===== src/rtl/vliw_pkg.sv =====
// Shared types and constants for the VLIW fetch stage.
// Holds PC-select codes, fetch FSM states and bundle slice offsets.
package vliw_pkg;

    // Redirect select codes driven by the decoders; 2'b11 falls back to pc+1.
    localparam logic [1:0] PC_SEL_SEQ  = 2'b00;
    localparam logic [1:0] PC_SEL_BR   = 2'b01;
    localparam logic [1:0] PC_SEL_JALR = 2'b10;

    typedef enum logic [1:0] {
        IDLE  = 2'b00,
        FETCH = 2'b01,
        HOLD  = 2'b10,
        DROP  = 2'b11
    } fetch_state_e;

    // Slot positions inside the 48-bit bundle.
    localparam int SLOT32_MSB = 47;
    localparam int SLOT32_LSB = 16;
    localparam int SLOT16_MSB = 15;
    localparam int SLOT16_LSB = 0;

    // Field positions inside the 32-bit slot.
    localparam int OPC_MSB = 6;
    localparam int OPC_LSB = 0;
    localparam int F3_MSB  = 14;
    localparam int F3_LSB  = 12;

    // Field positions inside the 16-bit compressed slot.
    localparam int OPC_C_MSB = 1;
    localparam int OPC_C_LSB = 0;
    localparam int F3C_MSB   = 15;
    localparam int F3C_LSB   = 13;

    typedef struct packed {
        logic [31:0] slot32;
        logic [15:0] slot16;
    } bundle_t;

endpackage


===== src/rtl/fetch_next_pc.sv =====
// Next-PC selector: pc+1, compressed-branch target or JALR target.
// Ports: pc_in select, fetch_pc, two targets in; seq_pc and next_pc out.
module fetch_next_pc
    import vliw_pkg::*;
#(
    parameter int PC_W = 16
) (
    input  logic [1:0]      pc_in,
    input  logic [PC_W-1:0] fetch_pc,
    input  logic [PC_W-1:0] branch_target,
    input  logic [PC_W-1:0] jalr_target,
    output logic [PC_W-1:0] seq_pc,
    output logic [PC_W-1:0] next_pc
);

    // Wraps naturally modulo 2^PC_W.
    assign seq_pc = fetch_pc + {{(PC_W-1){1'b0}}, 1'b1};

    always_comb begin
        next_pc = seq_pc;
        unique case (1'b1)
            (pc_in == PC_SEL_SEQ):  next_pc = seq_pc;
            (pc_in == PC_SEL_BR):   next_pc = branch_target;
            (pc_in == PC_SEL_JALR): next_pc = jalr_target;
            default:                next_pc = seq_pc;
        endcase
    end

endmodule


===== src/rtl/vliw_fetch_stage.sv =====
// VLIW instruction-fetch stage with IF/ID register and one-entry holding buffer.
// Ports: clk/rst_n; imem req/addr/ack/rdata; id_stall, if_flush, pc_in,
// branch/jalr targets in; IF/ID valid/pc/slots and pre-sliced fields out.
module vliw_fetch_stage
    import vliw_pkg::*;
#(
    parameter int              PC_W     = 16,
    parameter logic [PC_W-1:0] RESET_PC = '0,
    parameter int              BUNDLE_W = 48
) (
    input  logic                clk,
    input  logic                rst_n,
    output logic                imem_req,
    output logic [PC_W-1:0]     imem_addr,
    input  logic                imem_ack,
    input  logic [BUNDLE_W-1:0] imem_rdata,
    input  logic                id_stall,
    input  logic                if_flush,
    input  logic [1:0]          pc_in,
    input  logic [PC_W-1:0]     branch_target,
    input  logic [PC_W-1:0]     jalr_target,
    output logic                if_id_valid,
    output logic [PC_W-1:0]     if_id_pc,
    output logic [31:0]         if_id_instr32,
    output logic [15:0]         if_id_instr16,
    output logic [6:0]          opcode,
    output logic [2:0]          funct_3,
    output logic [1:0]          opcode_c,
    output logic [2:0]          funct_3c
);

    fetch_state_e    state, state_n;
    logic [PC_W-1:0] fetch_pc, fetch_pc_n;
    logic [PC_W-1:0] addr_q, addr_n;
    logic            req_q, req_n;

    logic            v_q, v_n;
    logic [PC_W-1:0] pc_q, pc_n;
    bundle_t         ir_q, ir_n;

    logic            buf_v, buf_v_n;
    logic [PC_W-1:0] buf_pc, buf_pc_n;
    bundle_t         buf_q, buf_n;

    logic [PC_W-1:0] seq_pc;
    logic [PC_W-1:0] next_pc;
    bundle_t         rdata_b;
    logic            accept;

    fetch_next_pc #(
        .PC_W(PC_W)
    ) u_next_pc (
        .pc_in        (pc_in),
        .fetch_pc     (fetch_pc),
        .branch_target(branch_target),
        .jalr_target  (jalr_target),
        .seq_pc       (seq_pc),
        .next_pc      (next_pc)
    );

    assign rdata_b.slot32 = imem_rdata[SLOT32_MSB:SLOT32_LSB];
    assign rdata_b.slot16 = imem_rdata[SLOT16_MSB:SLOT16_LSB];

    // A bubble in IF/ID can always be overwritten, even under stall.
    assign accept = !v_q || !id_stall;

    always_comb begin
        state_n    = state;
        fetch_pc_n = fetch_pc;
        addr_n     = addr_q;
        // ID consumes the current bundle whenever it accepts; refilled below.
        v_n        = accept ? 1'b0 : v_q;
        pc_n       = pc_q;
        ir_n       = ir_q;
        buf_v_n    = buf_v;
        buf_pc_n   = buf_pc;
        buf_n      = buf_q;

        if (if_flush) begin
            v_n        = 1'b0;
            buf_v_n    = 1'b0;
            fetch_pc_n = next_pc;
            unique case (state)
                FETCH: begin
                    if (imem_ack) begin
                        state_n = FETCH;
                        addr_n  = next_pc;
                    end else begin
                        // Outstanding request must finish on the old address.
                        state_n = DROP;
                    end
                end
                DROP: begin
                    state_n = DROP;
                end
                IDLE, HOLD: begin
                    state_n = FETCH;
                    addr_n  = next_pc;
                end
            endcase
        end else begin
            unique case (state)
                IDLE: begin
                    state_n = FETCH;
                    addr_n  = fetch_pc;
                end
                FETCH: begin
                    if (imem_ack) begin
                        fetch_pc_n = seq_pc;
                        if (accept) begin
                            v_n    = 1'b1;
                            pc_n   = fetch_pc;
                            ir_n   = rdata_b;
                            addr_n = seq_pc;
                        end else begin
                            buf_v_n  = 1'b1;
                            buf_pc_n = fetch_pc;
                            buf_n    = rdata_b;
                            state_n  = HOLD;
                        end
                    end
                end
                HOLD: begin
                    if (accept && buf_v) begin
                        v_n     = 1'b1;
                        pc_n    = buf_pc;
                        ir_n    = buf_q;
                        buf_v_n = 1'b0;
                        state_n = FETCH;
                        addr_n  = fetch_pc;
                    end
                end
                DROP: begin
                    if (imem_ack) begin
                        state_n = FETCH;
                        addr_n  = fetch_pc;
                    end
                end
            endcase
        end

        req_n = (state_n == FETCH) || (state_n == DROP);
    end

    always_ff @(posedge clk) begin
        if (!rst_n) begin
            state    <= IDLE;
            fetch_pc <= RESET_PC;
            addr_q   <= RESET_PC;
            req_q    <= 1'b0;
            v_q      <= 1'b0;
            pc_q     <= '0;
            ir_q     <= '0;
            buf_v    <= 1'b0;
            buf_pc   <= '0;
            buf_q    <= '0;
        end else begin
            state    <= state_n;
            fetch_pc <= fetch_pc_n;
            addr_q   <= addr_n;
            req_q    <= req_n;
            v_q      <= v_n;
            pc_q     <= pc_n;
            ir_q     <= ir_n;
            buf_v    <= buf_v_n;
            buf_pc   <= buf_pc_n;
            buf_q    <= buf_n;
        end
    end

    assign imem_req      = req_q;
    assign imem_addr     = addr_q;
    assign if_id_valid   = v_q;
    assign if_id_pc      = pc_q;
    assign if_id_instr32 = ir_q.slot32;
    assign if_id_instr16 = ir_q.slot16;

    assign opcode   = ir_q.slot32[OPC_MSB:OPC_LSB];
    assign funct_3  = ir_q.slot32[F3_MSB:F3_LSB];
    assign opcode_c = ir_q.slot16[OPC_C_MSB:OPC_C_LSB];
    assign funct_3c = ir_q.slot16[F3C_MSB:F3C_LSB];

endmodule


===== config.mk =====
export PLATFORM = sky130hd
export DESIGN_NAME = vliw_fetch_stage
export DESIGN_NICKNAME = d
export VERILOG_FILES = /design/src/rtl/vliw_pkg.sv /design/src/rtl/fetch_next_pc.sv /design/src/rtl/vliw_fetch_stage.sv
export SDC_FILE = /design/constraint.sdc
export NUM_CORES = 1
export LEC_CHECK = 0
export BUFFER_PORTS_ARGS = -buffer_cell sky130_fd_sc_hd__clkbuf_2
export CORE_AREA = 3 3 123 125
export DETAILED_ROUTE_END_ITERATION = 10
export DIE_AREA = 0 0 126 128
export MAX_ROUTING_LAYER = met4
export PLACE_DENSITY_LB_ADDON = 0.3
export SLEW_MARGIN = 20
export SYNTH_ARGS = -nofsm -noshare
export SYNTH_HDL_FRONTEND = slang
export SYNTH_SLANG_ARGS = --single-unit

===== constraint.sdc =====
create_clock -name clk -period 2.85 [get_ports clk]
set_input_delay 0.285 -clock clk [delete_from_list [all_inputs] [get_ports clk]]
set_output_delay 0.285 -clock clk [all_outputs]
set_load 0.1 [all_outputs]

======== Yosys cells after proc, flatten, opt, wreduce, memory -nomap -nowiden ========
Index checks and enable logic that the tools add are counted.
cells by class
  reduce and logical (&&, ||, !) cells .... 16
  bitwise operators ....................... 3
  equality and inequality tests ........... 15
  add/subtract/negate cells ............... 1
  div/mod/pow operators ................... 0
  $lt $le $gt $ge ......................... 0
  shifts and indexed selects .............. 0
  multiply operators ...................... 0
  multiplexer cells ....................... 37
operators by type and width
  operator               number
  $mux 16                12
  $mux 48                3
  $pmux 16 s2            3
  $pmux 48 s2            1
  $pmux 16 s4            1
  $add 16x1->16 const B  1
  $mux 2                 6
  $reduce_and 5->1       2
  $ne 3x3->1 const B     3
  $eq 2x2->1 const B     4
  $ne 2x2->1 const B     4
  $pmux 2 s4             1
  $reduce_and 4->1       2
  $mux 1                 7
  $eq 2x1->1 const B     3
  $pmux 2 s3             1
  $reduce_bool 2->1      3
  $pmux 1 s2             2
  $reduce_or 2->1        2
  $ne 3x1->1 const B     1
  $not 1->1              3
  $logic_not 1->1        2
  $logic_not 2->1        1
  $logic_or 1x1->1       2
  other kinds (2)        2
word-level totals
  memories ................................ 0
  logic and storage cells ................. 84
  bits in writable memories ............... 0
  bits in latches ......................... 0
  bits in read-only memories .............. 0
  flip-flop bits (word level) ............. 165
  output and inout port bits .............. 97
  bits of input ports ..................... 87

======== Longest topological paths before layout ========
Gate-level depths: netlist of run 1.
  depth after elaboration ................. 8
  depth in mapped cells ................... 9
  gate-level depth less buffers ........... 7

======== By module ========
A second synthesis of run 1 with hierarchy kept.
unflattened totals
  cell total of the unflattened synthesis .. 882
  area total of the unflattened synthesis .. 7709.9 um2
modules (own cells, without submodules)
  module            area an instance (um2)  sequential area each (um2)  instances  cells each
  vliw_fetch_stage  7063.0                  3283.1                      1          783
  fetch_next_pc     646.9                   0.0                         1          99

======== Least setup slack after synthesis of run 1 ========
Ideal clock, no wire load.
  kind .................................... register -> register
  start point ............................. reg state[0]
  end point ............................... reg addr_q[12] (netlist: imem_addr[12])
  buffers on the path ..................... 2
  stages on the path, launching flop included .. 10
  clock period less this slack ............ 2730 ps
  setup time .............................. 120 ps
  data arrival time ....................... 2610 ps
  required time ........................... 2730 ps
  slack ................................... 120 ps
  cells stage by stage .................... dfxtp_1 -> inv_1 -> ha_1 -> buf_2 -> nor2b_1 -> a221oi_1 -> o21a_2 -> buf_6 -> nor2_1 -> a211o_1
between the ends
  longest elaborated chain between the ends .. 4
  elaborated cells on any way between the ends .. 14
  classes of those cells .................. eq/ne (8); mux (3); reduce/logical (3)
RTL lines
  element                                                              RTL line                                         RTL
  start: declaration                                                   vliw_fetch_stage.sv:32                           fetch_state_e state, state_n;
  start signal: assignment                                             vliw_fetch_stage.sv:158                          state <= state_n;
  $eq 2x2->1 / $logic_not 2->1 (equally long branches)                 vliw_fetch_stage.sv:83, vliw_fetch_stage.sv:102
  $reduce_or 2->1                                                      vliw_fetch_stage.sv:83                           unique case (state)
  $ne 3x1->1 (no source line) / $pmux 16 s2 (equally long branches)    --
  $reduce_and 5->1 (no source line) / $mux 16 (equally long branches)  --
  end signal: assignment                                               vliw_fetch_stage.sv:160                          addr_q <= addr_n;
  end: declaration                                                     vliw_fetch_stage.sv:34                           logic [PC_W-1:0] addr_q, addr_n;
Parallel ways exist; a longest one is shown, timed or not.
A chain may end at the register's enable or synchronous reset.

======== Worst setup path in the final report of run 1 ========
  start point ............................. reg state[1]
  end point ............................... reg addr_q[14] (netlist: imem_addr[14])
Same word-level chain as after synthesis.

==> reports/results.txt, run 1 <==
Clock tree synthesis inserted a total of 17 buffers. The first global-routing pass estimated 32,000 um of wire. The tool flagged a number of max-cap violations equal to 0. For this design, the slowest cell found on the critical path is sky130_fd_sc_hd__dfxtp_1. Synthesis inferred 164 register bits. The detailed-router iteration count before antenna repair came out at 5. The layout cell share with drive strength beyond 1 came out at 0.246. The logs give 1,035 for the net count after synthesis and 63 for the number of library cell types mapped by synthesis. In this run, post-CTS hold repair placed 0 buffers.

The final layout contains routed wiring with a total length of 19,500 um. The congestion estimate from routability-driven global placement came to 0.894. The synthesized design contains 0 enable-type register cells. For the worst setup path, the data arrival time is 2.78 ns. STA classifies the critical path endpoint as a flip-flop. The detailed router placed 6,988 vias in this run.

The worst-margin pin slew came out at 1.12 ns. The finished cells cover 9380 um2. Fmax: 416 MHz. The worst relative slew slack is 0.251, and the number of I/O port buffers is 183. The deepest level of the CTS H-tree was 4; the synthesized-area fraction occupied by xor and xnor cells was 0.0243.

The pin count of the biggest net entering global routing was 71. The most common cell in the synthesized netlist is sky130_fd_sc_hd__dfxtp_1. In the post-synthesis netlist, the biggest area contributors are sky130_fd_sc_hd__dfxtp_1, sky130_fd_sc_hd__mux2i_1, sky130_fd_sc_hd__nand2_1. Compound-cell area share of the yosys netlist: 0.209. The starting density of the core was 0.567.

Setup violations remaining at the end of the flow were counted as 0. Mapped cell area: 7930 um2. VDD sags by at most 0.511 mV. In this run, the number of DRC markers left after iteration 0 of detailed routing was 477. In this run the power density over the cells is 695 nW/um2.

The period utilization is 0.844. The area inside the core boundary was 14,000 um2; the clock latency on the worst-skew pair was 0.42 ns. For the number of warnings printed during yosys synthesis, the log shows 0.

The die is 126 um wide. In this run the count of I/O pins placed on the die edge is 184. Synthesis produced 940 cells. The final period demand of the worst path is 2.41 ns. Compared with the post-synthesis result, the final layout area differs by 18.3%.

In the synthesized netlist the dominant register cell turns out to be sky130_fd_sc_hd__dfxtp_1. The share of the synthesized area in the top cell type came out at 0.414. Once detail routing completed, the nets flagged for antenna violations numbered 0.

The die outline area came out at 16,100 um2. The worst setup path is of the reg2reg kind. The run gives 0 ns as the setup TNS. The total global routing track utilization came out at 0.246. Dividing the detail-routed wire length by the instance count gives 15.7 um. The worst hold path belongs to the class in2reg. TritonCTS built the clock tree. Summed over all instances, the cell type with the most area after synthesis is sky130_fd_sc_hd__dfxtp_1.

The async set-or-reset flop fraction in the synthesized netlist was 0. The initial antenna violation count was 0. Ranked by instance count, the synthesized netlist is headed by sky130_fd_sc_hd__dfxtp_1, sky130_fd_sc_hd__nand2_1, sky130_fd_sc_hd__nor2_1, sky130_fd_sc_hd__a21oi_1, sky130_fd_sc_hd__a211oi_1. The run gives 0 as the number of antenna repair diodes.

The clock passes through at most 2 buffers. The clock drives 164 sinks. The overflow left after global routing was 0; the largest fanout of any net on the critical path was 17. The flow ran to the end, and the final reports show no timing, DRC or antenna violations. Using the TritonRoute via totals, the vias-per-cell ratio works out to 5.61. The setup check on the worst reg-to-reg path leaves a slack of 0.44 ns. The worst setup path is launched from a flip-flop. Data on the critical path is required at its endpoint by 3.22 ns. The fraction of synthesized area in multiplexers works out to 0.0837. The buffers inserted during post-CTS setup optimization came out at 0. In this design, the stage delay of the slowest critical-path cell is 0.43 ns. For the reported leakage power, the log shows 3.57 nW. The clock tree root buffer cell was sky130_fd_sc_hd__clkbuf_16. Setup repair after global routing left no endpoint under its margin. Once placement finished, the instance area stood at 8730 um2. After synthesis, the largest family of logic cells by area is compound AO/OA/AOI/OAI gates. The final clock skew is 0.00757 ns, and the clock edge transition at the registers on the reported setup and hold paths is 0.06 ns. The die is 128 um tall. The number of nets in the layout is 1,149, and the average instance area after synthesis is 8.43 um2. Post-detailed-placement half-perimeter wirelength: 13,000 um. Total count of hold-check failures in the final report: 0. The sequential fraction of the synthesis area is 0.414, and the number of global-route vias before repair is 6,556.

For the DRC violation count after routing, the log shows 0. The arithmetic-cell share of the synthesized area counting full adders, half adders and majority gates is 0.0126, and the floorplan row count is 43. The run gives 0 as the final count of pins violating max slew. The signal on the critical path passes through inv_1, ha_1, nor2b_1, a221oi_2, o21a_2, nor3b_2, a221o_1. The post-cts resize count was 0; the simple-gate portion of the synthesized area was 0.180.
layer usage:
layer	track usage	routed length (um)
met2	0.402	9680
met5	-	0
met1	0.312	8620
met4	0.0852	284
met3	0.0425	953
final timing paths:
check,to,cells past startpoint,from
worst min register to register,buf_q[12]$_SDFFE_PN0P_,2,buf_q[12]$_SDFFE_PN0P_
worst min-delay path,buf_q[23]$_SDFFE_PN0P_,3,imem_rdata[23]
worst max-delay path,imem_addr[14]$_SDFFE_PN0P_,7,state[1]$_SDFF_PN0_
worst max register to register,imem_addr[14]$_SDFFE_PN0P_,7,state[1]$_SDFF_PN0_
area by class of cell:
type	count	area [um2]
Sequential cell	164	3280
Clock buffer	18	439
Inverter	10	40.0
Multi-Input combinational cell	660	4070
Fill cell	1218	4610
Tap cell	180	225
Timing Repair Buffer	201	1110
Clock inverter	13	206
sequential cells by signal, summed over array words and instances (netlist names):
signal	cells
if_id_valid	1
state	2
imem_addr	16
if_id_instr16	16
buf_pc	16
fetch_pc	16
if_id_pc	16
if_id_instr32	32
buf_q	48
buf_v	1
where the power goes:
group / internal (W) / switching [W]
Combinational: 0.000317 / 0.00121
Sequential: 0.00240 / 0.0000905
Clock: 0.00157 / 0.000914
Total: 0.00429 / 0.00222
cells in the final DEF, fill, tap and decap left out, types with 3 or more instances in the layout:
master and n:
sky130_fd_sc_hd__a211oi_1 65, sky130_fd_sc_hd__a21oi_1 91, sky130_fd_sc_hd__a221o_1 5, sky130_fd_sc_hd__a221oi_1 7, sky130_fd_sc_hd__a22o_1 4, sky130_fd_sc_hd__a22oi_1 10
sky130_fd_sc_hd__buf_12 5, sky130_fd_sc_hd__buf_4 13, sky130_fd_sc_hd__bufinv_16 5, sky130_fd_sc_hd__clkbuf_16 17, sky130_fd_sc_hd__clkbuf_2 183, sky130_fd_sc_hd__clkinv_2 3
sky130_fd_sc_hd__dfxtp_1 164, sky130_fd_sc_hd__ha_1 7, sky130_fd_sc_hd__inv_1 8, sky130_fd_sc_hd__mux2i_1 64, sky130_fd_sc_hd__nand2_1 157, sky130_fd_sc_hd__nand2b_1 7
sky130_fd_sc_hd__nand3_1 4, sky130_fd_sc_hd__nand4_2 3, sky130_fd_sc_hd__nor2_1 96, sky130_fd_sc_hd__nor2b_1 7, sky130_fd_sc_hd__nor3_1 12, sky130_fd_sc_hd__nor3_2 3
sky130_fd_sc_hd__nor4_1 4, sky130_fd_sc_hd__nor4_2 4, sky130_fd_sc_hd__o211a_1 3, sky130_fd_sc_hd__o211ai_1 5, sky130_fd_sc_hd__o21ai_0 21, sky130_fd_sc_hd__o21ai_1 5
sky130_fd_sc_hd__o221a_1 4, sky130_fd_sc_hd__o22ai_1 6, sky130_fd_sc_hd__o2bb2ai_1 4, sky130_fd_sc_hd__xnor2_1 11, sky130_fd_sc_hd__xor2_1 11
per-stage QoR:
stage	std cells	hold slack, ns	setup slack, ns	power (W)	utilization
after global placement	1215	0.441	0.547	0.00406	0.624
after detailed placement	1215	0.446	0.494	0.00407	0.624
after global routing	1246	0.0776	0.296	0.00675	0.670
after floorplan	940	0.421	0.120	0.00381	-
after CTS	1246	0.0802	0.481	0.00655	0.670
final	1246	0.0958	0.445	0.00651	0.670
cells by family after synthesis:
family	Yosys count
AND/OR/NAND/NOR	315
adder cells (fa/ha/maj)	8
flip-flops	164
AO/OA/AOI/OAI	249
XOR/XNOR	22
multiplexers	66
buffers and inverters	116
worst max-delay path: cells and delay by family (launching register included):
| family | cells | cell delay (ns) |
|---|---|---|
| compound gates | 3 | 0.86 |
| fa+ha+maj | 1 | 0.36 |
| buf+inv | 1 | 0.11 |
| flops | 1 | 0.43 |
| simple gates | 2 | 0.59 |
Note: power is estimated with default switching activity, not from simulation.
==> inputs of run 2 (changes only) <==
--- a/config.mk
+++ b/config.mk
@@ -6,9 +6,9 @@
 export NUM_CORES = 1
 export LEC_CHECK = 0
 export BUFFER_PORTS_ARGS = -buffer_cell sky130_fd_sc_hd__clkbuf_2
-export CORE_AREA = 3 3 123 125
+export CORE_AREA = 3 3 132 134
 export DETAILED_ROUTE_END_ITERATION = 10
-export DIE_AREA = 0 0 126 128
+export DIE_AREA = 0 0 135 137
 export MAX_ROUTING_LAYER = met4
 export PLACE_DENSITY_LB_ADDON = 0.3
 export SLEW_MARGIN = 20
==> constraint.sdc (replaced) <==
create_clock -name clk -period 2.1 [get_ports clk]
set_input_delay 0.21 -clock clk [delete_from_list [all_inputs] [get_ports clk]]
set_output_delay 0.21 -clock clk [all_outputs]
set_load 0.1 [all_outputs]
==> run 2 against run 1 <==
Net effect: global-route usage shrank 3.2 points; design area rose by 2.8%; register-to-register slack worse by 0.32 ns; combinational power up 41%; die area up 15%; clock-buffer cell count up 2; core utilization shrank 8.3 points; critical endpoint is now buf_pc[7]$_SDFFE_PN0P_; largest power group unchanged.
==> reports/results.txt, run 2 (synthesis results as in run 1) <==
Number of vias after detailed routing: 7,088 (+1.4%). The worst relative slew slack came out at 0.614 (+0.364). Wire length reported by the detailed router: 20,500 um (+4.9%). The routed wirelength normalized by instance count was 15.6 um (-0.72%). The fmax came out at 506 MHz (+22%). The total CTS buffers came out at 17 (unchanged). Worst setup path startpoint: state[1]$_SDFF_PN0_. Number of nets in the layout: 1,179 (+2.6%).

The class of the tightest hold or removal check is in2reg. The power per standard cell area was 885 nW/um2 (+27%); the post-placement cell count was 1,282 (+5.5%). For the number of maximum-capacitance violations, the log shows 0 (unchanged).

The run finished with clean final reports. For the number of global-route vias before repair, the log shows 6,243 (-4.8%). The final period demand of the worst path was 1.98 ns (-0.429 ns); the final cell count without fillers was 1,317 (+5.7%). The floorplan row count came out at 47 (+9.3%). The final count of pins violating max slew is 0 (unchanged), and the final weighted congestion in routability-driven placement is 0.897 (+0.29%). The clock edge transition at the registers on the reported setup and hold paths works out to 0.07 ns (about the same).

The worst setup path is of the reg2reg kind. For the reported leakage power, the log shows 3.70 nW (+3.6%). Ranked by flip-flop count, first place goes to buf_q.

The total count of hold-check failures in the final report was 0 (unchanged). The setup TNS is 0 ns (unchanged). For the DRC marker count from the first detailed-route iteration, the log shows 382 (-20%).

The slowest stage of the critical path is the sky130_fd_sc_hd__or3_2 cell. For the final clock skew, the log shows 0.00838 ns (+0.000805 ns). The initial antenna violation count was 0 (unchanged). The clock latency on the worst-skew pair is 0.42 ns (about the same). The number of antenna repair diodes was 0 (unchanged); the layout cell share with drive strength beyond 1 was 0.270 (+0.0240).

Setup repair after global routing left no endpoint under its margin. The period utilization was 0.941 (+0.0970); the overflow left after global routing was 0 (unchanged). The peak ir drop on the vdd network was 0.584 mV (+14%); the total global routing track utilization was 0.214 (-0.0324).

The routed length on met1 is 9470 um (+9.9%). Walking the worst path, the cells encountered are inv_1, ha_2, buf_4, nand2_2, or3_2, buf_12, nand2_1, a21oi_1. The tools report the TritonCTS sink count as 164 (unchanged). The largest fanout of any net on the critical path came out at 64 (+47).

Worst-margin pin slew: 0.581 ns (-0.543 ns). The wire length of the first global-routing pass is 31,300 um (-2.2%), and the number of I/O port buffers is 183 (unchanged). For the area inside the core boundary, the log shows 16,400 um2 (+17%).

The startpoint identified for the worst hold timing path is imem_rdata[21]. The most common cell after layout, fill and taps aside is sky130_fd_sc_hd__clkbuf_2. The deepest level of the CTS H-tree was 4 (unchanged); the antenna violation net count after detailed routing was 0 (unchanged). The met3 wire length was 1060 um (+11%). The maximum root-to-sink buffer count is 2 (unchanged). Pin count of the biggest net entering global routing: 72 (+1.4%). The I/O pin count was 184 (unchanged); the detailed-router iteration count before antenna repair was 5 (unchanged). The post-detailed-placement half-perimeter wirelength is 13,700 um (+5.2%). STA classifies the critical path endpoint as a flip-flop.

The largest stage delay on the critical path was 0.46 ns (+0.03 ns). Sequential share of power: 0.394 (+0.011). The library cells used most frequently in the layout, excluding fill and tap cells, are sky130_fd_sc_hd__clkbuf_2, sky130_fd_sc_hd__dfxtp_1, sky130_fd_sc_hd__nand2_1. The top layer reached by signal wires is met4. For the starting density of the core, the log shows 0.483 (-0.0835). The launching element type of the critical path was a flip-flop.

The switching power share of the total came out at 0.365 (+0.0237). The tools report the power spent charging and discharging nets as 0.00311 W (+40%). The flip-flop count of the largest register, all copies and words added came out at 48 (unchanged). The total internal power was 0.00542 W (+26%); the setup-violating endpoint count in the final report was 0 (unchanged). The overall die width works out to 135 um (+7.1%). The die outline area came out at 18,500 um2 (+15%). The met2 wire length was 9540 um (-1.5%); the relative area change from synthesis to final layout was 21.6%.

The origin of the critical flop-to-flop path is state[1]$_SDFF_PN0_. The DRC violation count after routing was 0 (unchanged). TritonCTS built the clock tree. The vertical die dimension works out to 137 um (+7.0%).

The combinational power share came out at 0.254 (+0.019). The critical path arrival was 2.27 ns (-0.51 ns); the ratio of routed vias to standard cells was 5.38 (-4.0%). Clock tree root buffer cell: sky130_fd_sc_hd__clkbuf_16. The required time of the worst setup path was 2.40 ns (-0.82 ns). The tools report the share of total power in the clock network as 0.352 (-0.030).
run 2: cell types whose count changed in the layout (fill, tap and decap cells not counted), sizes merged:
| cell | previous run | this run |
|---|---|---|
| inv | 11 | 16 |
| clkinvlp | 2 | 3 |
| clkbuf | 201 | 205 |
| clkinv | 5 | 2 |
| buf | 18 | 46 |
| bufinv | 5 | 1 |
run 2: timing repair:
item | 4_1_cts | 5_1_grt
setup buffers | 0 | 1
hold buffers | 0 | 0
gates resized for setup | 0 | 6
endpoints found under the setup margin | 0 | 77
run 2: metal layers:
| metal | GRT usage | up-vias |
|---|---|---|
| met1 | 0.290 | 3267 |
| met5 | - | - |
| met4 | 0.0745 | 0 |
| li1 | - | 3577 |
| met2 | 0.328 | 211 |
| met3 | 0.0331 | 33 |
run 2: path summary, 6_finish.rpt:
check                           endpoint  slack, ns  depth (start not counted)
setup reg to reg  buf_pc[7]$_SDFFE_PN0P_       0.12                          8
hold reg to reg   buf_q[12]$_SDFFE_PN0P_       0.45                          2
setup / recovery  buf_pc[7]$_SDFFE_PN0P_       0.12                          8
hold / removal    buf_q[21]$_SDFFE_PN0P_       0.02                          3
run 2: power by group through the flow:
stage	Combinational [W]	Clock (W)	Sequential (W)
global placement	0.00214	0	0.00343
detailed placement	0.00215	0	0.00343
finish	0.00216	0.00301	0.00336
floorplan	0.000821	0	0.00435
CTS	0.00215	0.00308	0.00336
global route	0.00228	0.00319	0.00338
run 2: final cells by class:
cell class              count  area, um2
multi-input cells         660       4090
clock inverters            12        119
fillers                  1498       6770
clock buffers              20        447
well taps                 220        275
flip-flops and latches    164       3290
inverters                  10       40.0
repair buffers            231       1390
run 2: critical path: cells and delay by family (launching register included):
family / cells / cell delay, ns
AOI/OAI and AO/OA: 1 / 0.07
buffers and inverters: 3 / 0.50
DFF: 1 / 0.31
adders and majority gates: 1 / 0.28
and+or+nand+nor: 3 / 0.66
run 2: per-stage QoR:
stage	util	cell area, um2	total power, W	hold slack, ns	setup WS, ns
finish	0.588	9640	0.00854	0.0190	0.124
global route	0.588	9640	0.00885	0.00928	0.0102
CTS	0.584	9580	0.00859	0.00420	0.0315
detailed placement	0.550	9020	0.00558	0.446	0.0499
global placement	0.550	9020	0.00557	0.441	0.106
floorplan	-	7940	0.00517	0.346	0.0313
